`src/rtl/ext_pkg.sv`:
```
// ext_pkg
// Shared definitions for the immediate-extension arbiter slice.
//   mode_e  : 2-bit extension mode carried on reqN_mode
//   state_e : result-register occupancy state of ext_arbiter
//   IMM_W / RES_W : raw immediate and extended result widths
package ext_pkg;

  localparam int unsigned IMM_W = 16;
  localparam int unsigned RES_W = 32;

  typedef enum logic [1:0] {
    MODE_ZERO = 2'b00,
    MODE_SIGN = 2'b01,
    MODE_LUI  = 2'b10,
    MODE_RSVD = 2'b11
  } mode_e;

  typedef enum logic {
    ST_EMPTY = 1'b0,
    ST_FULL  = 1'b1
  } state_e;

endpackage

```
`src/rtl/ext_arbiter_extender.sv`:
```
// Extender
// Widens a 16-bit immediate to 32 bits, by zero or sign extension.
//   imm16 : raw immediate
//   sign  : 1 = replicate imm16[15], 0 = fill with zeros
//   imm32 : extended immediate
module Extender
  import ext_pkg::*;
(
  input  logic [IMM_W-1:0] imm16,
  input  logic             sign,
  output logic [RES_W-1:0] imm32
);

  assign imm32 = {{(RES_W-IMM_W){sign & imm16[IMM_W-1]}}, imm16};

endmodule

```
`src/rtl/ext_arbiter.sv`:
```
// ext_arbiter
// Two requesters share one immediate extender behind a single-entry
// result register. Round-robin arbitration between requesters, with
// same-cycle drain and refill of the result register.
//   clk, reset        : clock, asynchronous active-low reset
//   reqN_valid/ready  : requester handshake (N = 0, 1)
//   reqN_imm16/mode   : raw immediate and extension mode
//   rsp_valid/ready   : result handshake
//   rsp_id            : requester that owns the current result
//   rsp_imm32         : extended result
//   mode_err          : sticky, set when a RESERVED mode is accepted
module ext_arbiter
  import ext_pkg::*;
(
  input  logic             clk,
  input  logic             reset,
  input  logic             req0_valid,
  output logic             req0_ready,
  input  logic [IMM_W-1:0] req0_imm16,
  input  logic [1:0]       req0_mode,
  input  logic             req1_valid,
  output logic             req1_ready,
  input  logic [IMM_W-1:0] req1_imm16,
  input  logic [1:0]       req1_mode,
  output logic             rsp_valid,
  input  logic             rsp_ready,
  output logic             rsp_id,
  output logic [RES_W-1:0] rsp_imm32,
  output logic             mode_err
);

  state_e           state_q;
  state_e           state_d;
  logic             last_q;      // last granted requester; reset to 1 so requester 0 wins first
  logic             accept_ok;
  logic             gnt0;
  logic             gnt1;
  logic             xfer;
  logic [IMM_W-1:0] sel_imm;
  mode_e            sel_mode;
  logic [RES_W-1:0] ext_imm32;
  logic [RES_W-1:0] result;

  // Arbitration. Gating with reset keeps both readies low while reset is
  // asserted, even though the async-cleared state would otherwise allow it.
  always_comb begin
    accept_ok = reset && ((state_q == ST_EMPTY) || rsp_ready);
    gnt0      = accept_ok && req0_valid && (!req1_valid || last_q);
    gnt1      = accept_ok && req1_valid && (!req0_valid || !last_q);
    xfer      = gnt0 || gnt1;
  end

  assign req0_ready = gnt0;
  assign req1_ready = gnt1;

  // Operand select follows the grant.
  always_comb begin
    sel_imm  = req0_imm16;
    sel_mode = mode_e'(req0_mode);
    if (gnt1) begin
      sel_imm  = req1_imm16;
      sel_mode = mode_e'(req1_mode);
    end
  end

  Extender u_extender (
    .imm16 (sel_imm),
    .sign  (sel_mode == MODE_SIGN),
    .imm32 (ext_imm32)
  );

  always_comb begin
    result = ext_imm32;
    if (sel_mode == MODE_LUI) begin
      result = {sel_imm, {(RES_W-IMM_W){1'b0}}};
    end else if (sel_mode == MODE_RSVD) begin
      result = '0;
    end
  end

  // Next-state logic.
  always_comb begin
    state_d = state_q;
    if (state_q == ST_EMPTY) begin
      if (xfer) begin
        state_d = ST_FULL;
      end
    end else begin
      if (rsp_ready && !xfer) begin
        state_d = ST_EMPTY;
      end
    end
  end

  always_ff @(posedge clk or negedge reset) begin
    if (!reset) begin
      state_q <= ST_EMPTY;
    end else begin
      state_q <= state_d;
    end
  end

  // Result register, grant pointer and sticky error flag.
  always_ff @(posedge clk or negedge reset) begin
    if (!reset) begin
      rsp_id    <= 1'b0;
      rsp_imm32 <= '0;
      last_q    <= 1'b1;
      mode_err  <= 1'b0;
    end else if (xfer) begin
      rsp_id    <= gnt1;
      rsp_imm32 <= result;
      last_q    <= gnt1;
      if (sel_mode == MODE_RSVD) begin
        mode_err <= 1'b1;
      end
    end
  end

  // rsp_valid is a direct decode of the state flop, so it stays registered.
  assign rsp_valid = (state_q == ST_FULL);

endmodule

```
`config.mk`:
```
export PLATFORM = sky130hd
export DESIGN_NAME = ext_arbiter
export DESIGN_NICKNAME = d
export VERILOG_FILES = /design/src/rtl/ext_pkg.sv /design/src/rtl/ext_arbiter_extender.sv /design/src/rtl/ext_arbiter.sv
export SDC_FILE = /design/constraint.sdc
export NUM_CORES = 1
export LEC_CHECK = 0
export CORE_MARGIN = 2
export CORE_UTILIZATION = 47
export DETAILED_ROUTE_END_ITERATION = 10
export GPL_TIMING_DRIVEN = 0
export HOLD_SLACK_MARGIN = 0.08
export PLACE_DENSITY_LB_ADDON = 0.1
export SYNTH_ARGS = -nofsm -noshare
export SYNTH_HDL_FRONTEND = slang
export SYNTH_SLANG_ARGS = --single-unit
export TNS_END_PERCENT = 10
```
`constraint.sdc`:
```
create_clock -name clk -period 6.37 [get_ports clk]
set_clock_uncertainty 0.15 [all_clocks]
set_input_delay 1.911 -clock clk [delete_from_list [all_inputs] [get_ports clk]]
set_output_delay 1.911 -clock clk [all_outputs]
set_load 0.02 [all_outputs]
```
After elaboration in Yosys (flattened, before gate mapping)
Cells that the tools add are included.

word-level totals
  bits in registers = 36
  bits of input ports = 41
  output and inout port bits = 37
  logic and storage cells = 32

cells by class
  eq/ne operators = 3
  mux-type cells = 7
  bitwise logic cells = 2
  reductions and logical operators = 15

operators by type and width
  operator                                                          number
  32-bit two-way mux                                                2
  16-bit two-way mux                                                1
  1-bit logical AND                                                 6
  2-bit == test (second input constant)                             2
  1-bit zero test                                                   4
  1-bit logical OR                                                  4
  1-bit two-way mux                                                 3
  2-bit by 1-bit == test with 1-bit output (second input constant)  1
  2-bit two-way mux                                                 1
  2-bit AND reduction                                               1
  1-bit AND                                                         1
  1-bit NOT                                                         1

Logic depth before layout (Yosys ltp)
Gate-level depths: netlist of run 1.

  depth in word-level cells = 10
  gate-level depth with buffers = 7
  gate-level depth less buffers = 4

Hierarchy
Synthesis of run 1 repeated with hierarchy kept, for this count alone.

unflattened totals
  cells, all modules = 206
  area, all modules = 2097.0 um^2

by module, submodules not included
  module       times used  cells each  area each (um^2)  sequential area each (um^2)
  ext_arbiter  1           174         1858.0            902.1
  Extender     1           32          239.0             0.0

Least setup slack after synthesis of run 1
OpenSTA, ideal clock, no wires.

  kind = input to output
  from = in rsp_ready
  to = out req0_ready
  data arrival time = 3.062 ns
  setup slack = 1.247 ns
  stages = 5
  path buffers = 2
  path through = nand2b_1 clkbuf_1 clkbuf_1 nand3_1 nor2_1

on the way
  longest elaborated chain between the ends = 4

ends and longest elaborated chain
  element                          RTL line           text
  start: declaration               ext_arbiter.sv:26  input logic rsp_ready,
  1-bit logical OR                 ext_arbiter.sv:47  accept_ok = reset && ((state_q == ST_EMPTY) || rsp_ready);
  1-bit logical AND                ext_arbiter.sv:47
  1-bit logical AND (2 in series)  ext_arbiter.sv:48  gnt0 = accept_ok && req0_valid && (!req1_valid || last_q);
  end: declaration                 ext_arbiter.sv:18  output logic req0_ready,

Every way passes these cells.

Worst setup path after layout of run 1
Same ends and word-level chain as after synthesis.

==> results.md, run 1 <==
* Min Tclk post-route at 6.13 ns
* Vias in the first global route at 1975
* Clock Pin Slew Worst Setup and Hold Paths at 0.07 ns
* Final core occ at 0.721
* Placed instance area at 0.00279 mm^2
* CP Launch Type: input port
* Worst skew pair latency at 0.29 ns
* Fmax at 163 MHz
* Static Leak at 1.16 nW
* Worst r2r path cells at 6
* Final Hold Vio Count at 0
* Max Cap Violations at 0
* Post-CTS Setup Bufs at 0
* GRT Resource Usage Total at 0.274
* Chip width at 68.5 um
* Number of remaining DRC errors at 0
* Vias post-DR at 1967
* Clock tree buffer depth at 2
* Drt via density at 5.87
* Routed WL at 5720 um
* Final setup violation count at 0
* Status: complete, no violations
* Worst Max-Slew Pin Slew at 0.718 ns
* # rows at 23
* Fill cells at 340
* 1st-iter DRT viols at 174
* Nets at 325
* Max incr delay on CP at 0.60 ns
* CP Max Fanout at 10
* Number of I/O pins at 78
* Number of CTS-inserted buffers at 5
* Final slew viol count at 0
* Drt wl/cell at 17.1 um
* WHS Endpoint: mode_err
* Hold path startpoint: mode_err
* Clock Tree Root: clkbuf_8
* Clk sinks at 36
* IO Port Bufs at 77
* Mapped Avg Cell Area at 9.79 um^2
* Leading cell type in the layout, fill and taps excluded: clkdlybuf4s50_1
* Share of cells above drive strength 1 at 0.0807
* CP max-delay cell: clkdlybuf4s50_1
* Required @ worst endpoint at 4.31 ns
* Die span in y at 68.5 um
* FF-to-FF End: rsp_imm32[1]
* CTS tree: yes
* CP Class: input port to primary output
* Area Overhead vs Synth at 47.2%
* ANT nets after route at 0
* RSZ-0062 raised after global routing: false
* HP Class: flop to flop
* DPL Wire Length at 4120 um
* Synth top area cells: dfrtp_1 (45%), o22a_1 (6.7%), a22oi_1 (5.8%)
* Pwr Density at 256 mW/mm^2
* Post-Syn Instances at 200
* Crit path cell chain: clkdlybuf4s50_1 > nand2b_1 > clkbuf_2 > clkbuf_2 > nand3_1 > nor2_1 > clkdlybuf4s50_1
* Largest net degree at the start of global routing at 40
* Final WS setup at 0.242 ns
* #FFs+latches synth at 36
* GRT overflow at 0
* Register area at 902 um^2
* Post-synth top area cell: dfrtp_1
* Tcrit/Tclk final at 0.962
* Reg2reg setup slack at 4.07 ns
* Antenna violations before repair at 0
* Reg-to-reg startpoint: last_q
* Initial Utilization at 0.490
* Rel. slew slack at 0.519
* Top-area cell type share of the netlist area at 0.447
* First-pass iteration count of the detailed router at 4
* Core region area at 0.00400 mm^2
* Seq/Total Area, Yosys at 0.461
* Netlist cell types at 37
* CTS H-tree depth at 2
* Final instance area at 0.00288 mm^2
* Final Wtd Congestion at 0.851
* Placement Setup Slack at -0.129 ns
* Syn Std Cell Area at 0.00196 mm^2
* Hold-critical path depth at 1
* Warnings from Yosys at 0
* Mapped Nets at 241
* ANT cells at 0
* First-pass GRT wire length at 9380 um
* Commonest non-fill, non-tap cells in the layout: clkdlybuf4s50_1 (76), dfrtp_1 (35), nand2_1 (20)
* Power consumption at 738 uW
* Multi-input logic area at 951 um^2
* Crit end category: primary output
* Worst Path Arrival at 4.07 ns
* Full die area at 0.00470 mm^2
* Peak VDD IR at 0.139 mV
-- Yosys cell counts --
cell and instances:
dfrtp_1 35, nand2_1 20, o21ai_1 18, nand4_1 16, a22oi_1 15, and2_1 15, o22a_1 15, o31ai_1 15
clkbuf_1 10, buf_2 3, buf_6 3, nor2_1 3, nor2b_1 3, buf_1 2, inv_1 2, mux2i_1 2
nand3_1 2, nor4_1 2, a21bo_1 1, a21boi_2 1, a21o_1 1, a311o_4 1, a31oi_1 1, a32o_1 1
dfstp_2 1, inv_2 1, nand2b_1 1, nand3b_1 1, nor2b_4 1, nor3_2 1, o211ai_1 1, o21a_1 1
o21ai_0 1, o311ai_1 1, o311ai_2 1, or3_1 1, xor2_1 1
-- worst max-delay path: cells and delay by family --
| kind | cells | cell delay (ns) |
|---|---|---|
| simple gates | 3 | 0.48 |
| buf+inv | 4 | 1.67 |
-- flip-flops by register name, summed over array words and instances, names as in the netlist --
name	flops
rsp_imm32	32
mode_err	1
last_q	1
rsp_id	1
rsp_valid	1
-- worst max path at each step --
stage                    from          to  slack [ns]  cells past startpoint
finish              rsp_ready  req0_ready        0.24                      7
detailed placement      reset  req0_ready       -0.13                      6
global placement        reset  req0_ready       -1.15                      6
CTS                 rsp_ready  req0_ready        0.09                      7
global route            reset  req0_ready        0.15                      6
floorplan           rsp_ready  req0_ready        1.25                      5
-- report_power, final --
group          switching (mW)  internal [mW]  total (mW)
Clock                  0.0818         0.0883       0.170
Sequential             0.0232          0.270       0.293
Combinational           0.140          0.135       0.275
Total                   0.245          0.493       0.738
-- cell type report --
type / count / area share
Tap cell: 50 / 0.0217
Multi-Input combinational cell: 143 / 0.330
Clock buffer: 8 / 0.0313
Buffer: 18 / 0.0339
Inverter: 3 / 0.00391
Sequential cell: 36 / 0.313
Timing Repair Buffer: 77 / 0.266
-- repair_timing --
item | CTS | global route
setup endpoints to repair | 1 | 1
hold buffers | 0 | 0
gates resized for setup | 2 | 4
-- logic make-up (layout without fill, tap and decap cells) --
| group | after synthesis | in the layout | share of synthesized area |
|---|---|---|---|
| compound gates | 74 | 74 | 0.284 |
| simple gates | 66 | 66 | 0.187 |
| flops | 36 | 36 | 0.461 |
| buf+inv | 21 | 106 | 0.0537 |
| mux | 2 | 2 | 0.0102 |
| xor+xnor | 1 | 1 | 0.00447 |
-- through the flow --
stage                     hold WS, ns  cells  setup TNS, ns
final                           0.320    335              0
after global routing            0.361    335              0
after CTS                       0.328    335              0
after detailed placement        0.309    327         -0.129
after global placement          0.299    327          -1.97
after floorplan                 0.415    200              0
-- per-layer routing --
| layer | vias to the layer above | part of all wire | routed length [um] | track usage |
|---|---|---|---|---|
| met5 | - | 0 | 0 | 0 |
| met4 | 0 | 0.021 | 119 | 0.103 |
| met3 | 14 | 0.097 | 552 | 0.0682 |
| met2 | 110 | 0.47 | 2680 | 0.433 |
| met1 | 907 | 0.41 | 2360 | 0.362 |
| li1 | 936 | - | - | - |
Power figures use the tool's default switching activity.
==> run 2: changes to the inputs <==
Settings changed: CORE_UTILIZATION 47 to 48, SYNTH_HIERARCHICAL from default to 1.
==> run 2 against run 1 <==
  * Synthesized cell count is 3.0% higher
  * Wire length is 13% lower
  * Final area is 5.9% higher
  * Largest cell class is now non-clock buffers
  * Largest power group unchanged
==> results.md, run 2 <==
* Status: complete, no violations
* Final Wtd Congestion at 0.750
* Final instance area at 0.00305 mm^2
* Routed WL at 4960 um
* Min Tclk post-route at 6.04 ns
* Grt peak-use layer: met2
* RSZ-0062 raised after global routing: false
* Power share of the sequential group at 0.374
* Worst skew pair latency at 0.29 ns
* Rel. slew slack at 0.398
* Vias post-DR at 1766
* ANT cells at 0
* FF-to-FF End: rsp_imm32[28]
* Post-Syn Instances at 206
* Power consumption at 775 uW
* Comb power frac at 0.340
* GRT Resource Usage Total at 0.215
* Critical path's top delay family: buffers and inverters
* Initial Utilization at 0.488
* Clk sinks at 36
* Clock tree buffer depth at 2
* Full die area at 0.00491 mm^2
* Share of cells above drive strength 1 at 0.179
* DPL Wire Length at 3560 um
* Area Overhead vs Synth at 45.6%
* Warnings from Yosys at 6
* Final slew viol count at 0
* CP Class: input port to primary output
* CTS tree: yes
* Vias in the first global route at 1708
* Die span in y at 70.1 um
* Biggest register: rsp_imm32
* Chip width at 70.1 um
* Number of flip-flops in the largest register at 32
* Placed instance area at 0.00293 mm^2
* Placement Setup Slack at 0.248 ns
* Fin Setup TNS at 0 ns
* CP Launch Type: input port
* Final Hold Vio Count at 0
* WHS Endpoint: rsp_id
* Switching share of power at 0.298
* Leading cell type in the layout, fill and taps excluded: clkdlybuf4s50_1
* Hold path startpoint: rsp_id
* Required @ worst endpoint at 4.31 ns
* Number of remaining DRC errors at 0
* # rows at 24
* Mapped Avg Cell Area at 10.2 um^2
* Worst Path Arrival at 3.98 ns
* Reg-to-reg startpoint: last_q
* CTS H-tree depth at 2
* Final WS setup at 0.325 ns
* IO Port Bufs at 77
* Pwr Density at 254 mW/mm^2
* Max Cap Violations at 0
* Antenna violations before repair at 0
* Hold-critical path depth at 2
* Tcrit/Tclk final at 0.949
* Grt met2 use at 0.335
* Peak VDD IR at 0.138 mV
* Number of I/O pins at 78
* Static Leak at 1.48 nW
* CP max-delay cell: buf_2
* First-pass iteration count of the detailed router at 4
* Netlist cell types at 29
* Clock Pin Slew Worst Setup and Hold Paths at 0.07 ns
* Nets at 331
* Synth cell count leaders: dfrtp_1 (35), buf_4 (33), inv_1 (21)
* Post-synth top area cell: dfrtp_1
* Synth Flop Type: dfrtp_1
* Worst r2r path cells at 10
* Fmax at 165 MHz
* Syn Std Cell Area at 0.00210 mm^2
* Int Pwr at 544 uW
* Cell mode on critical path: buf_2
* Ys async rst share at 1.00
* Max incr delay on CP at 0.68 ns
* Drt via density at 5.15
* GRT met3 Usage at 0.0649
* Clock network fraction of total power at 0.286
* Worst Max-Slew Pin Slew at 0.902 ns
* Post-CTS Setup Bufs at 0
* Drt wl/cell at 14.5 um
* #FFs+latches synth at 36
* Synth top area cells: dfrtp_1 (42%), buf_4 (12%), mux2i_1 (8.1%)
* Mapped Nets at 247
* HP Class: flop to flop
* ANT nets after route at 0
* Clock Tree Root: clkbuf_8
* CTS resizes at 0
* Largest net degree at the start of global routing at 42
* Commonest non-fill, non-tap cells in the layout: clkdlybuf4s50_1 (76), dfrtp_1 (35), buf_4 (33)
* Crit end category: primary output
* Core region area at 0.00429 mm^2
* Most frequent cell after synthesis: dfrtp_1
* Reg2reg setup slack at 3.71 ns
* Met1 Use GR at 0.293
* 1st-iter DRT viols at 52
* Number of CTS-inserted buffers at 5
* Crit path cell chain: buf_2 > nand3_1 > buf_2 > inv_1 > clkdlybuf4s50_1
* Hold Buf Count CTS at 0
* Sw power at 231 uW
* Seq/Total Area, Yosys at 0.430
* Post-synth EDFFs at 0
* First-pass GRT wire length at 8320 um
* Worst path bufs/invs at 4
* Final setup violation count at 0
* CP Max Fanout at 41
* Top-area cell type share of the netlist area at 0.418
* GRT overflow at 0
[run 2: cell types whose count changed in the layout (fill, tap and decap cells not counted), moves of 16 or more]
cell / change
buf_4: +32
nand4_1: -16
a22o_1: +16
inv_1: +19
a32oi_1: +16
[run 2: layout make-up]
class	instances	area (um^2)
Multi-Input combinational cell	107	825
Clock buffer	7	96.3
Fill cell	350	1240
Inverter	21	78.8
Tap cell	52	65.1
Buffer	42	292
Clock inverter	1	30.0
Timing Repair Buffer	77	766
Sequential cell	36	902
[run 2: metrics by stage]
stage | utilization | hold slack (ns) | instances
floorplan | - | 0.311 | 206
global placement | 0.683 | 0.310 | 335
detailed placement | 0.682 | 0.313 | 335
CTS | 0.711 | 0.331 | 343
global route | 0.711 | 0.354 | 343
finish | 0.711 | 0.326 | 343
[run 2: worst max path at each step]
stage / endpoint / startpoint / cells past startpoint
floorplan: req1_ready / req1_valid / 4
global placement: req1_ready / reset / 5
detailed placement: req1_ready / reset / 5
CTS: req1_ready / reset / 5
global route: req1_ready / reset / 5
finish: req1_ready / reset / 5
[run 2: power by group through the flow]
| stage | Clock [mW] | Sequential, mW | Combinational, mW |
|---|---|---|---|
| after floorplan | 0 | 0.335 | 0.0964 |
| after global placement | 0 | 0.293 | 0.262 |
| after detailed placement | 0 | 0.293 | 0.265 |
| after CTS | 0.223 | 0.290 | 0.266 |
| after global routing | 0.236 | 0.295 | 0.283 |
| final | 0.221 | 0.290 | 0.264 |
[run 2: metal layers]
| layer | vias to the layer above | routed length [um] | part of all wire |
|---|---|---|---|
| met4 | 0 | 53 | 0.011 |
| met5 | - | 0 | 0 |
| met3 | 7 | 315 | 0.063 |
| met1 | 835 | 2300 | 0.46 |
| li1 | 867 | - | - |
| met2 | 57 | 2290 | 0.46 |
[run 2: logic make-up (layout without fill, tap and decap cells)]
group | Yosys count | in the layout | share of synthesized area
flops | 36 | 36 | 0.430
compound gates | 57 | 57 | 0.215
mux | 17 | 17 | 0.0811
simple gates | 33 | 33 | 0.0967
buf+inv | 63 | 148 | 0.177
[run 2: worst min-delay path, stage by stage (launching register included)]
cell and delay (ns):
dfrtp_1 0.34, nand2_1 0.05, nand2_1 0.05
